$ cat config.mk
export PLATFORM = sky130hd
export DESIGN_NAME = instr_stream_loader
export DESIGN_NICKNAME = d
export VERILOG_FILES = /design/src/rtl/instr_stream_loader.sv
export SDC_FILE = /design/constraint.sdc
export NUM_CORES = 1
export LEC_CHECK = 0
export ABC_AREA = 1
export CAP_MARGIN = 20
export CORE_ASPECT_RATIO = 1.5
export CORE_MARGIN = 2
export CORE_UTILIZATION = 40
export DETAILED_ROUTE_END_ITERATION = 12
export DONT_BUFFER_PORTS = 1
export REMOVE_ABC_BUFFERS = 1
export SLEW_MARGIN = 5
export SYNTH_ARGS = -nofsm -noshare
export SYNTH_HDL_FRONTEND = slang
export SYNTH_SLANG_ARGS = --single-unit
export TNS_END_PERCENT = 100
$ cat constraint.sdc
create_clock -name clk -period 2.55 [get_ports clk]
set_clock_uncertainty 0.15 [all_clocks]
set_input_delay 0.765 -clock clk [delete_from_list [all_inputs] [get_ports clk]]
set_output_delay 0.765 -clock clk [all_outputs]
set_load 0.03 [all_outputs]
$ cat src/rtl/instr_stream_loader.sv
// Host-side loader for the NPU instruction memory: streams an image into
// port B, reads it back to verify an XOR checksum, then launches and tracks the NPU.
module instr_stream_loader #(
    parameter int unsigned INSTR_WIDTH      = 32,
    parameter int unsigned INSTR_MEM_AWIDTH = 10,
    parameter int unsigned LAUNCH_CYCLES    = 2
) (
    input  logic                        clk,
    input  logic                        reset_npu,
    input  logic                        start_load,
    input  logic                        stop,
    input  logic                        s_valid,
    output logic                        s_ready,
    input  logic [INSTR_WIDTH-1:0]      s_data,
    input  logic                        s_last,
    output logic                        push_instr_enable,
    output logic [INSTR_MEM_AWIDTH-1:0] push_instr_addr,
    output logic [INSTR_WIDTH-1:0]      push_instruction,
    input  logic [INSTR_WIDTH-1:0]      instr_rdata,
    output logic                        npu_reset,
    output logic                        npu_running,
    output logic                        load_done,
    output logic                        load_error,
    output logic [INSTR_MEM_AWIDTH:0]   load_count
);

    localparam int unsigned AW = INSTR_MEM_AWIDTH;
    localparam int unsigned CW = INSTR_MEM_AWIDTH + 1;
    // verify index runs to count+1, and count may equal DEPTH
    localparam int unsigned VW = INSTR_MEM_AWIDTH + 2;
    localparam int unsigned LW = (LAUNCH_CYCLES > 1) ? $clog2(LAUNCH_CYCLES) : 1;
    localparam logic [CW-1:0] LAST_SLOT  = CW'((1 << INSTR_MEM_AWIDTH) - 1);
    localparam logic [LW-1:0] LAUNCH_END = LW'(LAUNCH_CYCLES - 1);

    typedef enum logic [2:0] {
        ST_IDLE,
        ST_LOAD,
        ST_VERIFY,
        ST_LAUNCH,
        ST_RUN,
        ST_ERROR
    } state_e;

    state_e                  state_q, state_d;
    logic                    s_ready_q, s_ready_d;
    logic                    push_en_q, push_en_d;
    logic [AW-1:0]           push_addr_q, push_addr_d;
    logic [INSTR_WIDTH-1:0]  push_data_q, push_data_d;
    logic                    npu_reset_q, npu_reset_d;
    logic                    npu_running_q, npu_running_d;
    logic                    load_done_q, load_done_d;
    logic                    load_error_q, load_error_d;
    logic [CW-1:0]           count_q, count_d;
    logic [INSTR_WIDTH-1:0]  wcs_q, wcs_d;
    logic [INSTR_WIDTH-1:0]  rcs_q, rcs_d;
    logic [VW-1:0]           vidx_q, vidx_d;
    logic [LW-1:0]           lc_q, lc_d;

    // Next-state and next-output computation for the load/verify/launch sequence
    always_comb begin
        state_d       = state_q;
        s_ready_d     = 1'b0;
        push_en_d     = 1'b0;
        push_addr_d   = '0;
        push_data_d   = push_data_q;
        npu_reset_d   = 1'b1;
        npu_running_d = 1'b0;
        load_done_d   = load_done_q;
        load_error_d  = load_error_q;
        count_d       = count_q;
        wcs_d         = wcs_q;
        rcs_d         = rcs_q;
        vidx_d        = vidx_q;
        lc_d          = lc_q;

        unique case (state_q)
            ST_IDLE, ST_ERROR: begin
                if (start_load) begin
                    state_d      = ST_LOAD;
                    s_ready_d    = 1'b1;
                    count_d      = '0;
                    wcs_d        = '0;
                    rcs_d        = '0;
                    load_done_d  = 1'b0;
                    load_error_d = 1'b0;
                end
            end
            ST_LOAD: begin
                s_ready_d = 1'b1;
                if (s_valid && s_ready_q) begin
                    push_en_d   = 1'b1;
                    push_addr_d = count_q[AW-1:0];
                    push_data_d = s_data;
                    count_d     = count_q + CW'(1);
                    wcs_d       = wcs_q ^ s_data;
                    if (s_last) begin
                        state_d   = ST_VERIFY;
                        s_ready_d = 1'b0;
                        vidx_d    = '0;
                    end else if (count_q == LAST_SLOT) begin
                        state_d      = ST_ERROR;
                        s_ready_d    = 1'b0;
                        load_error_d = 1'b1;
                    end
                end
            end
            ST_VERIFY: begin
                // index 0 is the final write cycle; reads of addr i land at index i+2
                vidx_d = vidx_q + VW'(1);
                if (vidx_q < VW'(count_q)) begin
                    push_addr_d = vidx_q[AW-1:0];
                end
                if (vidx_q >= VW'(2)) begin
                    rcs_d = rcs_q ^ instr_rdata;
                end
                if (vidx_q == VW'(count_q) + VW'(1)) begin
                    if ((rcs_q ^ instr_rdata) == wcs_q) begin
                        state_d     = ST_LAUNCH;
                        load_done_d = 1'b1;
                        lc_d        = '0;
                    end else begin
                        state_d      = ST_ERROR;
                        load_error_d = 1'b1;
                    end
                end
            end
            ST_LAUNCH: begin
                if (lc_q == LAUNCH_END) begin
                    state_d       = ST_RUN;
                    npu_reset_d   = 1'b0;
                    npu_running_d = 1'b1;
                end else begin
                    lc_d = lc_q + LW'(1);
                end
            end
            ST_RUN: begin
                npu_reset_d   = 1'b0;
                npu_running_d = 1'b1;
                if (stop) begin
                    state_d       = ST_IDLE;
                    npu_reset_d   = 1'b1;
                    npu_running_d = 1'b0;
                end
            end
            default: begin
                state_d = ST_IDLE;
            end
        endcase
    end

    // State and output registers with synchronous reset
    always_ff @(posedge clk) begin
        if (reset_npu) begin
            state_q       <= ST_IDLE;
            s_ready_q     <= 1'b0;
            push_en_q     <= 1'b0;
            push_addr_q   <= '0;
            push_data_q   <= '0;
            npu_reset_q   <= 1'b1;
            npu_running_q <= 1'b0;
            load_done_q   <= 1'b0;
            load_error_q  <= 1'b0;
            count_q       <= '0;
            wcs_q         <= '0;
            rcs_q         <= '0;
            vidx_q        <= '0;
            lc_q          <= '0;
        end else begin
            state_q       <= state_d;
            s_ready_q     <= s_ready_d;
            push_en_q     <= push_en_d;
            push_addr_q   <= push_addr_d;
            push_data_q   <= push_data_d;
            npu_reset_q   <= npu_reset_d;
            npu_running_q <= npu_running_d;
            load_done_q   <= load_done_d;
            load_error_q  <= load_error_d;
            count_q       <= count_d;
            wcs_q         <= wcs_d;
            rcs_q         <= rcs_d;
            vidx_q        <= vidx_d;
            lc_q          <= lc_d;
        end
    end

    assign s_ready           = s_ready_q;
    assign push_instr_enable = push_en_q;
    assign push_instr_addr   = push_addr_q;
    assign push_instruction  = push_data_q;
    assign npu_reset         = npu_reset_q;
    assign npu_running       = npu_running_q;
    assign load_done         = load_done_q;
    assign load_error        = load_error_q;
    assign load_count        = count_q;

endmodule

==> results summary, run 1 <==
The remaining max-slew budget at the tightest pin is 57.88%. The worst hold path terminates at rcs_q[26]. The switching part of the total is 40.39%. Counting along the longest clock path gives a buffer depth of 2. Leaving out fill and tap cells, the most frequent cell in the layout is sky130_fd_sc_hd__nand2_1. After detailed placement, the design holds a cell count of 1292. In this run the most critical hold path is launched from reset_npu. Entering global routing, the biggest net connects 66 pins. The placeable core region came out at 0.01802 mm^2. The later-pin clock latency in the skew report came out at 0.42 ns. In this run the critical register-to-register path is captured at state_q[2]. The via count of the first global-routing pass is 6594. The final route contains 6853 vias. The number of antenna violations at the first check in global routing was 0. The die area is 0.01963 mm^2. Clock-pin slew was measured on the worst setup and hold paths at 0.06 ns.

The number of buffers inserted by post-CTS setup repair came out at 0. The library cells used most frequently in the layout, excluding fill and tap cells, are sky130_fd_sc_hd__nand2_1, sky130_fd_sc_hd__dfxtp_1, sky130_fd_sc_hd__inv_1, sky130_fd_sc_hd__a21oi_1, sky130_fd_sc_hd__nand3_1. The number of max-cap violations is 0. The final-layout setup total negative slack came out at 0 ns. In this run the count of I/O pins placed on the die edge is 129. The number of cells on the worst hold path is 1. Clock tree synthesis selected as its root buffer the cell sky130_fd_sc_hd__clkbuf_16.

The total number of clock tree sinks came out at 139. The initial core utilization is 41.08%. The final cell count without fillers came out at 1324. The number of iterations in the first detailed-routing pass is 4.

The final critical path time including I/O delays and setup is 2.245 ns. The worst hold slack across all endpoints came out at 0.2605 ns. The cell area after synthesis is 0.007402 mm^2.

Of the post-synthesis cell area, the dominant cell type holds 37.59%. The portion of the post-synthesis area used by sequential elements came out at 37.59%. In the post-synthesis netlist, the biggest area contributors are sky130_fd_sc_hd__dfxtp_1, sky130_fd_sc_hd__nand2_1, sky130_fd_sc_hd__inv_1.

In this run the vertical extent of the chip is 170.6 um. 0 antenna diodes ended up in the layout. The final setup violation count came out at 0.

The worst register-to-register path begins at load_count[1]. In this run the remaining antenna-violating nets after routing total 0. The gate family responsible for the most delay along the worst path is simple AND/OR/NAND/NOR gates. The run finished with clean final reports. The final count of hold timing violations is 0.

The width of the die is 115.1 um. The sum of net half-perimeters after detailed placement came out at 14850 um. The count of H-tree levels built during CTS is 4. The internal cell power is 5947 uW. The portion of total power attributed to the clock network is 29.5%.

The vias per cell came out at 5.176. The flop-to-flop setup slack is 0.31 ns. STA classifies the critical path endpoint as a register. The arrival time at the worst endpoint is 2.45 ns. The leakage component of the power came out at 0.003668 uW.

The synthesized design spends more area on one cell type than any other, namely sky130_fd_sc_hd__dfxtp_1. The depth of the worst register-to-register path came out at 15. The power density relative to cell area came out at 1180 mW/mm^2. The cell occurring most often along the worst timing path is sky130_fd_sc_hd__nand2_1. The critical path goes through ha_1 > nand3_2 > nor2_4 > nand3_2 > nand2_1 > nand2_1 > nand2_1 > nand2_1 > nor2_2 > nand2_2 > nand2_4 > nand3_4 > nand2_1 > nand2_1 > nor2_1. The count of distinct cell types in the synthesized netlist came out at 44.

Setup repair after global routing left no endpoint under its margin. The worst setup path is of the reg -> reg kind. In the synthesized netlist, the number of instances is 1081.

The transition time of the tightest slew-check pin is 0.6319 ns. The final worst-path cycle share is 88.03%. The max-slew violation count came out at 0. The total clock buffers created by CTS is 17.

Row generation in the floorplan step produced 60 rows. The DRC marker count from the first detailed-route iteration came out at 296. In this run, flip-flops and latches consume 31.6% of the power.

The per-instance average area after synthesis is 6.847 um^2. Counting both buffers and inverters, the worst setup path holds a total of 0. In this run, the combinational gates consume 38.9% of the power. The number of flip-flops and latches in the synthesized netlist came out at 139.

The area added between synthesis and finish is 14.22%. The net switching power figure is 4028 uW. The slowest library cell on the worst path is sky130_fd_sc_hd__dfxtp_1.

After detailed routing, the average wire length per cell comes to 15.54 um. Counting buffers and inverters, the worst setup path is 15 cells deep. The maximum VDD drop came out at 0.4640 mV.

For this run, design rule violations remaining after detail routing come to 0. The placer congestion estimate came out at 0.8615. The sort of element at the start of the critical path is a register. The path category of the worst min-delay check is in -> reg. Timing would allow up to 0.4455 GHz. The number of nets in the final layout came out at 1178.

The total global-route track usage is 21.67%. The count of yosys warnings during synthesis is 0. TritonCTS built the clock tree. For this block, the routed nets add up to 20580 um of wire.

The count of input and output buffers is 0. The required arrival time at the worst endpoint came out at 2.75 ns. The delay of the slowest cell on the worst path is 0.41 ns. The global route total overflow came out at 0. The share of post-route cells with drive strength above 1 came out at 11.65%. The first global-routing pass estimated 32890 um of wire. The worst-path maximum fanout came out at 6. The count of hold buffers inserted by post-cts repair came out at 0. Post-CTS repair changed the size of 0 cells.
per-stage QoR:
stage	total power [uW]	instance area, um^2	utilization [%]	setup slack [ns]
6_report	9975	8454	46.92	0.3053
5_1_grt	10690	8454	46.92	0.09711
4_1_cts	10070	8454	46.92	0.3005
3_5_place_dp	7103	7750	43.01	0.1649
3_3_place_gp	7040	7750	43.01	0.1866
2_1_floorplan	5763	7198	-	-1.681
sequential cells by signal, indices dropped and copies added, names as in the netlist, 3 cells and up:
name / cells
vidx_q: 12
wcs_q: 32
push_instruction: 32
load_count: 11
push_instr_addr: 10
state_q: 3
rcs_q: 32
power groups by stage:
stage	clock network (uW)	logic (uW)	registers, uW
6_report	2940	3880	3150
5_1_grt	3080	4380	3220
4_1_cts	2990	3920	3150
3_5_place_dp	0	3910	3200
3_3_place_gp	0	3850	3190
2_1_floorplan	0	2520	3240
cell usage after synthesis, drive strengths merged:
cell and n:
a221oi 1, inv 143, xnor2 1, ha 14
nor4 4, nand2 285, or2 12, nor3b 4
nor2 84, a31oi 34, clkinv 4, dfxtp 139
xor2 1, a211oi 23, o211ai 3, o21ai 80
and2 1, a21oi 88, nand3b 8, and3b 1
nor3 7, nand3 86, o21a 1, nand4 18
clkbuf 16, buf 23
how the worst max path moves through the flow:
| stage | start | endpoint | slack [ns] |
|---|---|---|---|
| 2_1_floorplan | s_valid | wcs_q[10] | -1.68 |
| 3_3_place_gp | instr_rdata[12] | lc_q | 0.19 |
| 3_5_place_dp | instr_rdata[12] | lc_q | 0.16 |
| 4_1_cts | load_count[1] | state_q[2] | 0.30 |
| 5_1_grt | load_count[1] | state_q[1] | 0.1 |
| 6_report | load_count[1] | state_q[2] | 0.31 |
worst reg2reg max path, stage by stage, from the launching register on:
cell                      delay [ns]
sky130_fd_sc_hd__dfxtp_1        0.41
sky130_fd_sc_hd__ha_1           0.25
sky130_fd_sc_hd__nand3_2        0.15
sky130_fd_sc_hd__nor2_4         0.20
sky130_fd_sc_hd__nand3_2        0.13
sky130_fd_sc_hd__nand2_1        0.12
sky130_fd_sc_hd__nand2_1        0.05
sky130_fd_sc_hd__nand2_1        0.07
sky130_fd_sc_hd__nand2_1        0.07
sky130_fd_sc_hd__nor2_2         0.10
sky130_fd_sc_hd__nand2_2        0.07
sky130_fd_sc_hd__nand2_4        0.10
sky130_fd_sc_hd__nand3_4        0.10
sky130_fd_sc_hd__nand2_1        0.08
sky130_fd_sc_hd__nand2_1        0.05
sky130_fd_sc_hd__nor2_1         0.08
cell families after synthesis:
| kind of cell | after synthesis | synth area share, % |
|---|---|---|
| XOR/XNOR | 2 | 0.2367 |
| adder cells (fa/ha/maj) | 14 | 2.366 |
| AND/OR/NAND/NOR | 510 | 31.64 |
| buffers and inverters | 186 | 10.28 |
| flip-flops | 139 | 37.59 |
| AO/OA/AOI/OAI | 230 | 17.88 |
metal layers:
metal  vias to the layer above  track usage (%)  routed length [um]
met5                         -                0                   0
met4                         0            8.748                 507
met3                        31            5.278                 957
met2                       144            39.13               10630
met1                      3081            24.04                8484
li1                       3597                -                   -
area by class of cell:
class / instances / area (um^2)
fill: 1823 / 9563
multi-input combinational: 756 / 3866
sequential: 139 / 2783
inverter: 147 / 556.8
clock buffer: 23 / 498.0
timing repair buffer: 33 / 272.8
tap: 217 / 271.5
clock inverter: 9 / 206.4
Note: power is estimated with default switching activity, not from simulation.
==> inputs of run 2 (changes only) <==
CORE_UTILIZATION = 55   (was 40)
CTS_CLUSTER_SIZE = 14   (was default)
PLACE_DENSITY = 0.7   (was default)
==> run 2 against run 1 <==
Utilization up 16 points; final area down 2.0%; total power down 3.5%; first-iteration DRC count down 1.7%; routed wire length down 5.2%; worst setup slack better by 0.0091 ns; critical path type unchanged.
==> results summary, run 2 (synthesis results as in run 1) <==
The run finished with clean final reports. The area added between synthesis and finish came out at 11.90%. The maximum VDD drop came out at 0.6096 mV (+31%). The detailed-route via count is 7017 (+2.4%). The total global-route track usage is 27.31% (+5.6 points). The final critical path time including I/O delays and setup is 2.236 ns (-0.009097 ns). The clock tree from TritonCTS is yes. STA classifies the critical path endpoint as a register.

The number of design rule violations left after detail routing was 0 (unchanged). The slowest stage of the critical path is the sky130_fd_sc_hd__dfxtp_1 cell. The flop-to-flop setup slack came out at 0.31 ns (about the same).

The count of hold buffers inserted by post-cts repair came out at 0 (unchanged). The global-route wire length before repair is 31850 um (-3.1%). The worst setup path endpoint is rcs_q[10]. The final worst-path cycle share came out at 87.67% (-0.36 points). The delay of the slowest cell on the worst path came out at 0.39 ns (-0.02 ns). The number of iterations in the first detailed-routing pass came to 5 (+1). The number of rows created at floorplan is 51 (-15%). The area used by multi-input combinational logic is 0.003866 mm^2 (unchanged). The arrival time at the worst endpoint is 2.42 ns (-0.03 ns). The worst hold slack across all endpoints is 0.2592 ns (-0.001254 ns). The final count of hold timing violations is 0 (unchanged). The I/O pin count came out at 129 (unchanged). In this run the critical register-to-register path is launched from state_q[1]. The width of the die is 98.72 um (-14%).

The number of buffers inserted by post-CTS setup repair is 0 (unchanged). The maximum number of pins on one net before global-route repair is 66 (unchanged). The count of H-tree levels built during CTS came out at 4 (unchanged). The max-slew violation count is 0 (unchanged).

The via count of the first global-routing pass came out at 6746 (+2.3%). The count of filler cells inserted in the layout is 1255 (-31%). The later-pin clock latency in the skew report came out at 0.42 ns (about the same).

The placer congestion estimate came out at 0.9294 (+7.9%). The sum of routed wire length over all layers came to 19500 um (-5.2%). The path category of the worst min-delay check is in -> reg. The core utilization of the finished layout came out at 63.32% (+16 points). The share of post-route cells with drive strength above 1 is 10.89% (-0.76 points). The total number of clock tree sinks came out at 139 (unchanged). The total power after layout came to 9625 uW (-3.5%). The area taken by flip-flops and latches is 0.002783 mm^2 (unchanged).

The number of nets in the final layout is 1174 (-0.34%). The number of antenna violations at the first check in global routing is 0 (unchanged). The power density relative to cell area came to 1162 mW/mm^2 (-1.5%).

The cell total after placement is 1230 (-4.8%). The number of buffer and inverter stages on the critical path is 2 (+2). The placeable core region is 0.01308 mm^2 (-27%). The transition time of the tightest slew-check pin came to 0.6431 ns (+0.01125 ns).

The logic depth of the worst setup path including buffers came out at 9 (-6). The initial core utilization came out at 56.59% (+16 points). The library cell used most frequently in the layout, excluding fill and tap cells, is sky130_fd_sc_hd__nand2_1. The final antenna diode count was 0 (unchanged). The total clock buffers created by CTS is 17 (unchanged). The final cell count without fillers was 1261 (-4.8%). The post-cts resize count is 0 (unchanged). The vias per cell is 5.565 (+7.5%). Among the stages of the critical path, the cell type that occurs most often is sky130_fd_sc_hd__nand2_2. The gate family responsible for the most delay along the worst path is simple AND/OR/NAND/NOR gates. The number of buffers on the longest clock path was 2 (unchanged). The cell chosen for the clock root is sky130_fd_sc_hd__clkbuf_16. The sum of net half-perimeters after detailed placement came out at 13840 um (-6.8%). The worst setup path is launched from a register. The leakage component of the power came out at 0.003610 uW (-1.6%). The maximum frequency from static timing analysis is 0.4473 GHz (+0.41%). The count of input and output buffers is 0 (unchanged). The post-detailed-route count of antenna-violating nets was 0 (unchanged). The remaining max-slew budget at the tightest pin was 57.13% (-0.75 points). The post-detailed-route wirelength per cell is 15.47 um (-0.47%). The worst-path maximum fanout came to 12 (+6).

Walking the worst path, the cells encountered are inv_2 > nor2_2 > nand2_2 > nor4_2 > nand3_1 > nand2_2 > buf_4 > a31oi_1 > a211oi_1. The critical path in this run is classified as reg -> reg. The final setup violation count is 0 (unchanged).

The die span in y is 146.1 um (-14%). The launching element of the worst setup path is state_q[1]. The DRC marker count from the first detailed-route iteration is 291 (-1.7%). The final-layout setup total negative slack came out at 0 ns (unchanged). The depth of the worst register-to-register path came out at 9 (-6).

The clock transition at the registers of the reported paths is 0.06 ns (about the same). The required arrival time at the worst endpoint came out at 2.73 ns (-0.02 ns). Setup repair after global routing left no endpoint under its margin. The number of max-cap violations came out at 0 (unchanged). The global route total overflow is 0 (unchanged). The die area was 0.01442 mm^2 (-27%). In the layout the commonest cells are sky130_fd_sc_hd__nand2_1, sky130_fd_sc_hd__dfxtp_1, sky130_fd_sc_hd__inv_1, sky130_fd_sc_hd__a21oi_1, sky130_fd_sc_hd__nand3_1. In this run the critical register-to-register path is captured at rcs_q[10].
[run 2: final cells by class]
class | count | share of cell area [%]
multi-input cells | 756 | 46.68
flip-flops and latches | 139 | 33.60
inverters | 147 | 6.722
clock buffers | 24 | 5.695
repair buffers | 29 | 3.233
well taps | 159 | 2.402
clock inverters | 7 | 1.677
[run 2: routing by layer]
layer	track usage [%]	part of all wire, %	vias up	routed length, um
met5	0	0	-	0
met4	12.74	3.8	0	732
met3	5.361	4.7	43	924
met2	48.50	50	174	9801
met1	31.12	41	3225	8044
li1	-	-	3575	-
[run 2: where the power goes]
group / switching (uW) / leakage (uW) / total [uW] / internal [uW]
registers: 491 / 0.00113 / 3130 / 2640
logic: 2550 / 0.00218 / 3890 / 1350
clock network: 915 / 0.000298 / 2600 / 1680
[run 2: stage by stage]
step,setup WS [ns],instance area (um^2)
floorplan,-1.681,7198
global placement,0.1187,7672
detailed placement,0.09523,7672
CTS,0.2920,8283
global route,0.08403,8283
finish,0.3144,8283
[run 2: how the worst min path moves through the flow]
| stage | startpoint | endpoint | slack (ns) | cells past startpoint |
|---|---|---|---|---|
| 2_1_floorplan | wcs_q[11] | wcs_q[11] | 0.28 | 1 |
| 3_3_place_gp | wcs_q[1] | wcs_q[1] | 0.29 | 1 |
| 3_5_place_dp | wcs_q[1] | wcs_q[1] | 0.30 | 1 |
| 4_1_cts | reset_npu | state_q[0] | 0.25 | 1 |
| 5_1_grt | reset_npu | state_q[0] | 0.25 | 1 |
| 6_report | reset_npu | state_q[0] | 0.26 | 1 |
